[src/rtl/readout_sequencer.sv]
// readout_sequencer: row-by-row pixel array readout (select, convert, latch)
// streaming latched pixels row-major over valid/ready, with an end-of-frame pulse.
module readout_sequencer #(
    parameter int N_ROWS     = 2,
    parameter int N_COLS     = 2,
    parameter int DATA_W     = 8,
    parameter int SETTLE_CYC = 1,
    parameter int ADC_CYC    = 2,
    localparam int RW = N_ROWS > 1 ? $clog2(N_ROWS) : 1,
    localparam int CW = N_COLS > 1 ? $clog2(N_COLS) : 1
) (
    input  logic                     Clk,
    input  logic                     Reset,
    input  logic                     Start,
    input  logic [N_COLS*DATA_W-1:0] Adc_data,
    input  logic                     Pix_ready,
    output logic [N_ROWS-1:0]        NRE,
    output logic                     ADC,
    output logic                     Busy,
    output logic                     Done,
    output logic                     Pix_valid,
    output logic [DATA_W-1:0]        Pix_data,
    output logic [RW-1:0]            Pix_row,
    output logic [CW-1:0]            Pix_col
);
    localparam int TMAX = SETTLE_CYC > ADC_CYC ? SETTLE_CYC : ADC_CYC;
    localparam int TW   = $clog2(TMAX + 1);

    typedef enum logic [2:0] {IDLE, SETTLE, CONVERT, DRAIN, DONE} state_t;

    state_t                   state, state_n;
    logic [RW-1:0]            row, row_n;
    logic [CW-1:0]            col, col_n;
    logic [TW-1:0]            tmr, tmr_n;
    logic [N_COLS*DATA_W-1:0] row_buf, buf_n;
    logic [N_ROWS-1:0]        sel;

    always_comb begin
        state_n = state;
        row_n   = row;
        col_n   = col;
        tmr_n   = tmr;
        buf_n   = row_buf;
        case (state)
            IDLE: if (Start) begin
                state_n = SETTLE;
                row_n   = '0;
                tmr_n   = '0;
            end
            SETTLE: if (tmr == TW'(SETTLE_CYC - 1)) begin
                state_n = CONVERT;
                tmr_n   = '0;
            end else tmr_n = tmr + 1'b1;
            CONVERT: if (tmr == TW'(ADC_CYC - 1)) begin
                state_n = DRAIN;
                tmr_n   = '0;
                col_n   = '0;
                buf_n   = Adc_data;
            end else tmr_n = tmr + 1'b1;
            // Pix_valid is always high in DRAIN, so ready alone marks a transfer
            DRAIN: if (Pix_ready) begin
                if (col == CW'(N_COLS - 1)) begin
                    col_n = '0;
                    if (row == RW'(N_ROWS - 1)) state_n = DONE;
                    else begin
                        state_n = SETTLE;
                        row_n   = row + 1'b1;
                    end
                end else col_n = col + 1'b1;
            end
            DONE: begin
                state_n = IDLE;
                row_n   = '0;
            end
            default: state_n = IDLE;
        endcase
        sel        = '0;
        sel[row_n] = 1'b1;
    end

    always_ff @(posedge Clk or posedge Reset) begin
        if (Reset) begin
            state   <= IDLE;
            row     <= '0;
            col     <= '0;
            tmr     <= '0;
            row_buf <= '0;
        end else begin
            state   <= state_n;
            row     <= row_n;
            col     <= col_n;
            tmr     <= tmr_n;
            row_buf <= buf_n;
        end
    end

    // Outputs are registered from the next-state view so they line up with the state
    always_ff @(posedge Clk or posedge Reset) begin
        if (Reset) begin
            NRE       <= '1;
            ADC       <= 1'b0;
            Busy      <= 1'b0;
            Done      <= 1'b0;
            Pix_valid <= 1'b0;
            Pix_data  <= '0;
            Pix_row   <= '0;
            Pix_col   <= '0;
        end else begin
            NRE       <= (state_n == SETTLE || state_n == CONVERT) ? ~sel : '1;
            ADC       <= state_n == CONVERT;
            Busy      <= state_n != IDLE;
            Done      <= state_n == DONE;
            Pix_valid <= state_n == DRAIN;
            if (state_n == DRAIN) begin
                Pix_data <= buf_n[col_n*DATA_W +: DATA_W];
                Pix_row  <= row_n;
                Pix_col  <= col_n;
            end
        end
    end
endmodule

[config.mk]
export PLATFORM = sky130hd
export DESIGN_NAME = readout_sequencer
export DESIGN_NICKNAME = d
export VERILOG_FILES = /design/src/rtl/readout_sequencer.sv
export SDC_FILE = /design/constraint.sdc
export NUM_CORES = 1
export LEC_CHECK = 0
export ABC_AREA = 1
export CAP_MARGIN = 30
export CORE_MARGIN = 1.5
export CORE_UTILIZATION = 37
export CTS_CLUSTER_DIAMETER = 60
export CTS_CLUSTER_SIZE = 28
export DETAILED_ROUTE_END_ITERATION = 7
export SYNTH_ARGS = -nofsm -noshare
export SYNTH_HDL_FRONTEND = slang
export SYNTH_SLANG_ARGS = --single-unit
[constraint.sdc]
create_clock -name Clk -period 3.6 [get_ports Clk]
set_input_delay 0.72 -clock Clk [delete_from_list [all_inputs] [get_ports Clk]]
set_output_delay 0.72 -clock Clk [all_outputs]
set_load 0.05 [all_outputs]
* After elaboration in Yosys (flattened, before gate mapping)
Cells that the tools add are included.
** Storage, ports and cells
- Logic and storage cells :: 62
- Output and inout bits :: 16
- Flip-flop bits (word level) :: 39
- Input bits :: 20
** Operators by class
- Bitwise gates (word level) :: 1
- Shift operators :: 1
- Reduce and logical (&&, ||, !) cells :: 7
- Add/subtract/negate cells :: 3
- Eq/ne operators :: 10
- Multiplexer cells :: 25
- $lt $le $gt $ge :: 2
** Operators with widths (number)
- 16-bit 2-to-1 mux :: 2
- 3-bit 2-to-1 mux :: 6
- 16-bit by 5-bit indexed part select with 8-bit output :: 1
- 3-bit by 2-bit == test with 1-bit output (second input constant) :: 4
- 3-bit one-hot mux with 4 select lines :: 1
- 1-bit 2-to-1 mux :: 8
- 2-bit 2-to-1 mux :: 4
- 3-bit by 1-bit == test with 1-bit output (second input constant) :: 2
- 3-bit == test (second input constant) :: 2
- 2-bit one-hot mux with 3 select lines :: 1
- 3-bit nonzero test :: 2
- 3-bit zero test :: 1
- 1-bit one-hot mux with 3 select lines :: 1
- 1-bit adder (second input constant) :: 2
- 2-bit by 1-bit adder with 2-bit output (second input constant) :: 1
- 2-bit by 1-bit == test with 1-bit output (second input constant) :: 1
- 2-bit zero test :: 1
- 1-bit by 2-bit < comparator with 1-bit output (second input constant) :: 1
- 2-bit != test (second input constant) :: 1
- 2-bit inverter :: 1
- 1-bit one-hot mux with 2 select lines :: 1
- 2-bit AND reduction :: 1
- 1-bit demux with 1-bit select :: 1
- 1-bit greater-or-equal comparator (second input constant) :: 1
- other kinds (2) :: 2

* Logic depth before layout (Yosys ltp)
- Depth in word-level cells :: 11
- Gate-level depth with buffers :: 13
- Depth with buffers taken out :: 11

* Worst setup path after synthesis
OpenSTA, ideal clock, no wires.
- Path type :: flip-flop to flip-flop
- Start :: reg tmr[1]
- End :: reg Pix_data[0]
- Clock period less this slack :: 1515 ps
- Buffers on the path :: 2
- Data required time :: 3482 ps
- Setup time :: 118 ps
- Setup slack :: 2085 ps
- Arrival time :: 1397 ps
- Stages on the path, launching flop included :: 14
- Path through :: dfrtp_1 -> inv_1 -> ha_1 -> buf_2 -> inv_2 -> buf_4 -> nand2_1 -> nand2_1 -> nand2_4 -> nand2_2 -> nand3_1 -> nand2_1 -> nand2_1 -> nand2_1
** Between the ends
- Longest elaborated chain between the ends :: 4
- Elaborated cells on any way between the ends :: 11
- Classes of those cells :: eq/ne: 2; shift: 1; mux: 7; reduce/logical: 1
** RTL lines
- start, declared :: RTL line 34 : logic [TW-1:0] tmr, tmr_n;
- start signal, assigned :: RTL line 92 : tmr <= tmr_n;
- 2-bit by 1-bit == test with 1-bit output :: RTL line 54 : CONVERT: if (tmr == TW'(ADC_CYC - 1)) begin
- 16-bit 2-to-1 mux :: RTL line 54
- 16-bit 2-to-1 mux :: RTL line 44 : case (state)
- named net buf_n[0] :: RTL line 35 : logic [N_COLS*DATA_W-1:0] row_buf, buf_n;
- 16-bit by 5-bit indexed part select with 8-bit output :: RTL line 115 : Pix_data <= buf_n[col_n*DATA_W +: DATA_W];
- end signal, assigned :: RTL line 115
- end, declared :: RTL line 22 : output logic [DATA_W-1:0] Pix_data,
The timed path passes the listed nets, and every way through them passes these cells.
A chain may end at the register's enable or synchronous reset.

* Worst setup path in the final report
- Start :: reg NRE[1]
- End :: out NRE[1]
** RTL lines
- start, declared :: RTL line 17 : output logic [N_ROWS-1:0] NRE,
- start signal, assigned :: RTL line 109 : NRE <= (state_n == SETTLE || state_n == CONVERT) ? ~sel : '1;
No word-level cell between the ends.

==> out/results.tsv <==
metric	value	unit
start_kind	flop	
grt_setup_unrepaired	no	
drt_iter0_markers	75	
ys_types	28	
cts_htree_levels	2	
syn_inst	257	
area_growth	21.82	%
layout_min_cycle_time	2323	ps
worst_ep_arrival_time	1600	ps
grt_pass1_wl	7500	um
grt_max_degree	40	
yosysWarningCount	0	
final_layout_size_suffix_gt1_share	17.41	%
gp_congestion	0.7619	
slew_headroom	52.18	%
setup_viol	0	
cts_root_buf	clkbuf_8	
dpl_cell_area	2496	um2
cts_sinks	39	
start_util	38.39	%
fin_area	2591	um2
grt_overflow_total	0	
max_freq	0.4304	GHz
crit_start	NRE[1]	
cts-hold-fix-buffers	0	
cts-resized-gates	0	
cts_buffer_depth	2	
ios	36	
dieArea	6213	um2
final_common_cell	nand2_1	
io_buffers	35	
critical_path_class	flop to primary output	
drv_slew	0	
wirelength	4312	um
cts.reportedPaths.clkPinSlew	70	ps
grt_pass1_vias	1536	
vias	1592	
max_stage_delay	800	ps
clk_latency	290	ps
cap_violations	0	
crit_chain	clkdlybuf4s50_1	
dp_hpwl	3070	um
die_x	78.82	um
post-route-util	46.77	%
fin_worst_hold_slack	493.3	ps
post_synth.cell_area_avg	8.276	um2
powerDensity	954.6	nW/um2
reg2reg_from	tmr[1]	
drc_errors	0	
synth-seq-cells	39	
outcome	completed	
slowest_stage	clkdlybuf4s50_1	
core	5540	um2
die_h	78.82	um
min_from	Pix_data[2]	
syn-num-nets	280	
finalNetCount	315	
ir_drop	0.4009	mV
antenna_found_initial	0	
worst-path-max-fanout	1	
grt.total_usage	15.54	%
cp.required	2880	ps
diodes	0	
worst-slew-pin-transition	717.3	ps
tritoncts	yes	
fin_skew	8.701	ps
crit_family	buffers and inverters	
post_drt_wl_per_cell	11.81	um
final_cell_mix	nand2_1 (131), dfrtp_1 (37), clkdlybuf4s50_1 (35), nand3_1 (16), nand2_2 (13)	
via_per_inst	4.362	
cts_setup_buffers	0	
critPathCaptureType	primary output	
hold_viol	0	
synth_seq_area_share	46.00	%
fin_tns_setup	0	ps
antenna_left	0	
fin_crit_sh	64.54	%
leakagePower	1.358	nW
drtPass1Iterations	5	
hold_class	flop to flop	
rows	27	
cts_buffers	5	
syn_area	2127	um2
path_buf_inv	1	
==> cell usage after synthesis (all sizes together) <==
master | n | area, um2
nor2 | 10 | 77.58
buf | 8 | 78.82
nand3b | 1 | 7.510
dfstp | 2 | 52.55
dfrtp | 37 | 925.9
nand4 | 1 | 12.51
or2 | 1 | 6.260
inv | 12 | 47.55
ha | 3 | 37.54
a21boi | 1 | 11.26
o21ai | 3 | 26.27
nand2 | 154 | 685.7
a21oi | 1 | 5.000
o211ai | 2 | 15.01
nand3 | 21 | 137.6
==> sequential cells by signal, summed over array words and instances, names as in the netlist <==
signal     flops
tmr            2
Pix_row        1
Done           1
Pix_data       8
state          3
row_buf       16
Pix_col        1
Busy           1
Pix_valid      1
NRE            2
ADC            1
col            1
row            1
==> logic make-up after synthesis <==
kind of cell | after synthesis | synth area share [%]
simple gates | 188 | 43.59
flops | 39 | 46.00
compound gates | 7 | 2.705
buf+inv | 20 | 5.941
fa+ha+maj | 3 | 1.765
==> power by group <==
part | switching, mW | internal (mW) | total, mW | leakage [nW]
clock network | 0.150 | 0.157 | 0.307 | 0.0484
registers | 0.123 | 0.617 | 0.740 | 0.495
logic | 0.970 | 0.456 | 1.43 | 0.814
total | 1.24 | 1.23 | 2.47 | 1.36
==> worst register-to-register path: stages, from the launching register on <==
cell and delay [ps]:
dfrtp_1 400, inv_1 90, ha_1 620, inv_2 310, nand2_1 120, nand2_1 80
nand2_4 70, nand2_2 60, nand3_1 70, nand2_1 60, nand2_1 60, nand2_1 50
==> stage by stage <==
step / setup slack, ps / power [mW] / cells
after global placement: 1484 / 2.182 / 357
after detailed placement: 1474 / 2.190 / 357
after global routing: 1229 / 2.711 / 365
after floorplan: 1994 / 1.913 / 257
final: 1277 / 2.473 / 365
after CTS: 1260 / 2.510 / 365
==> path summary, 6_finish.rpt <==
kind | endpoint | slack [ps] | depth (start not counted)
worst max-delay path | NRE[1] | 1280 | 1
worst min-delay path | Pix_data[2] | 490 | 2
worst max register to register | Pix_data[7] | 1520 | 11
worst min register to register | Pix_data[2] | 490 | 2
max in group asynchronous | NRE[0] | 2390 | 3
min in group asynchronous | Pix_valid | 850 | 3
==> layer usage <==
metal / share of wire (%) / global-route usage (%) / routed length [um]
met1: 54 / 23.36 / 2319
met2: 41 / 22.16 / 1773
met3: 4.2 / 3.448 / 179
met4: 0.90 / 4.737 / 39
met5: 0 / 0 / 0
==> final cells by class <==
class	count	area, um2
Fill cell	565	2949
Multi-Input combinational cell	198	1022
Sequential cell	39	978.4
Timing Repair Buffer	36	357.8
Tap cell	72	90.09
Clock buffer	7	86.33
Inverter	12	47.55
Clock inverter	1	8.758
(Power assumes the default switching activity.)
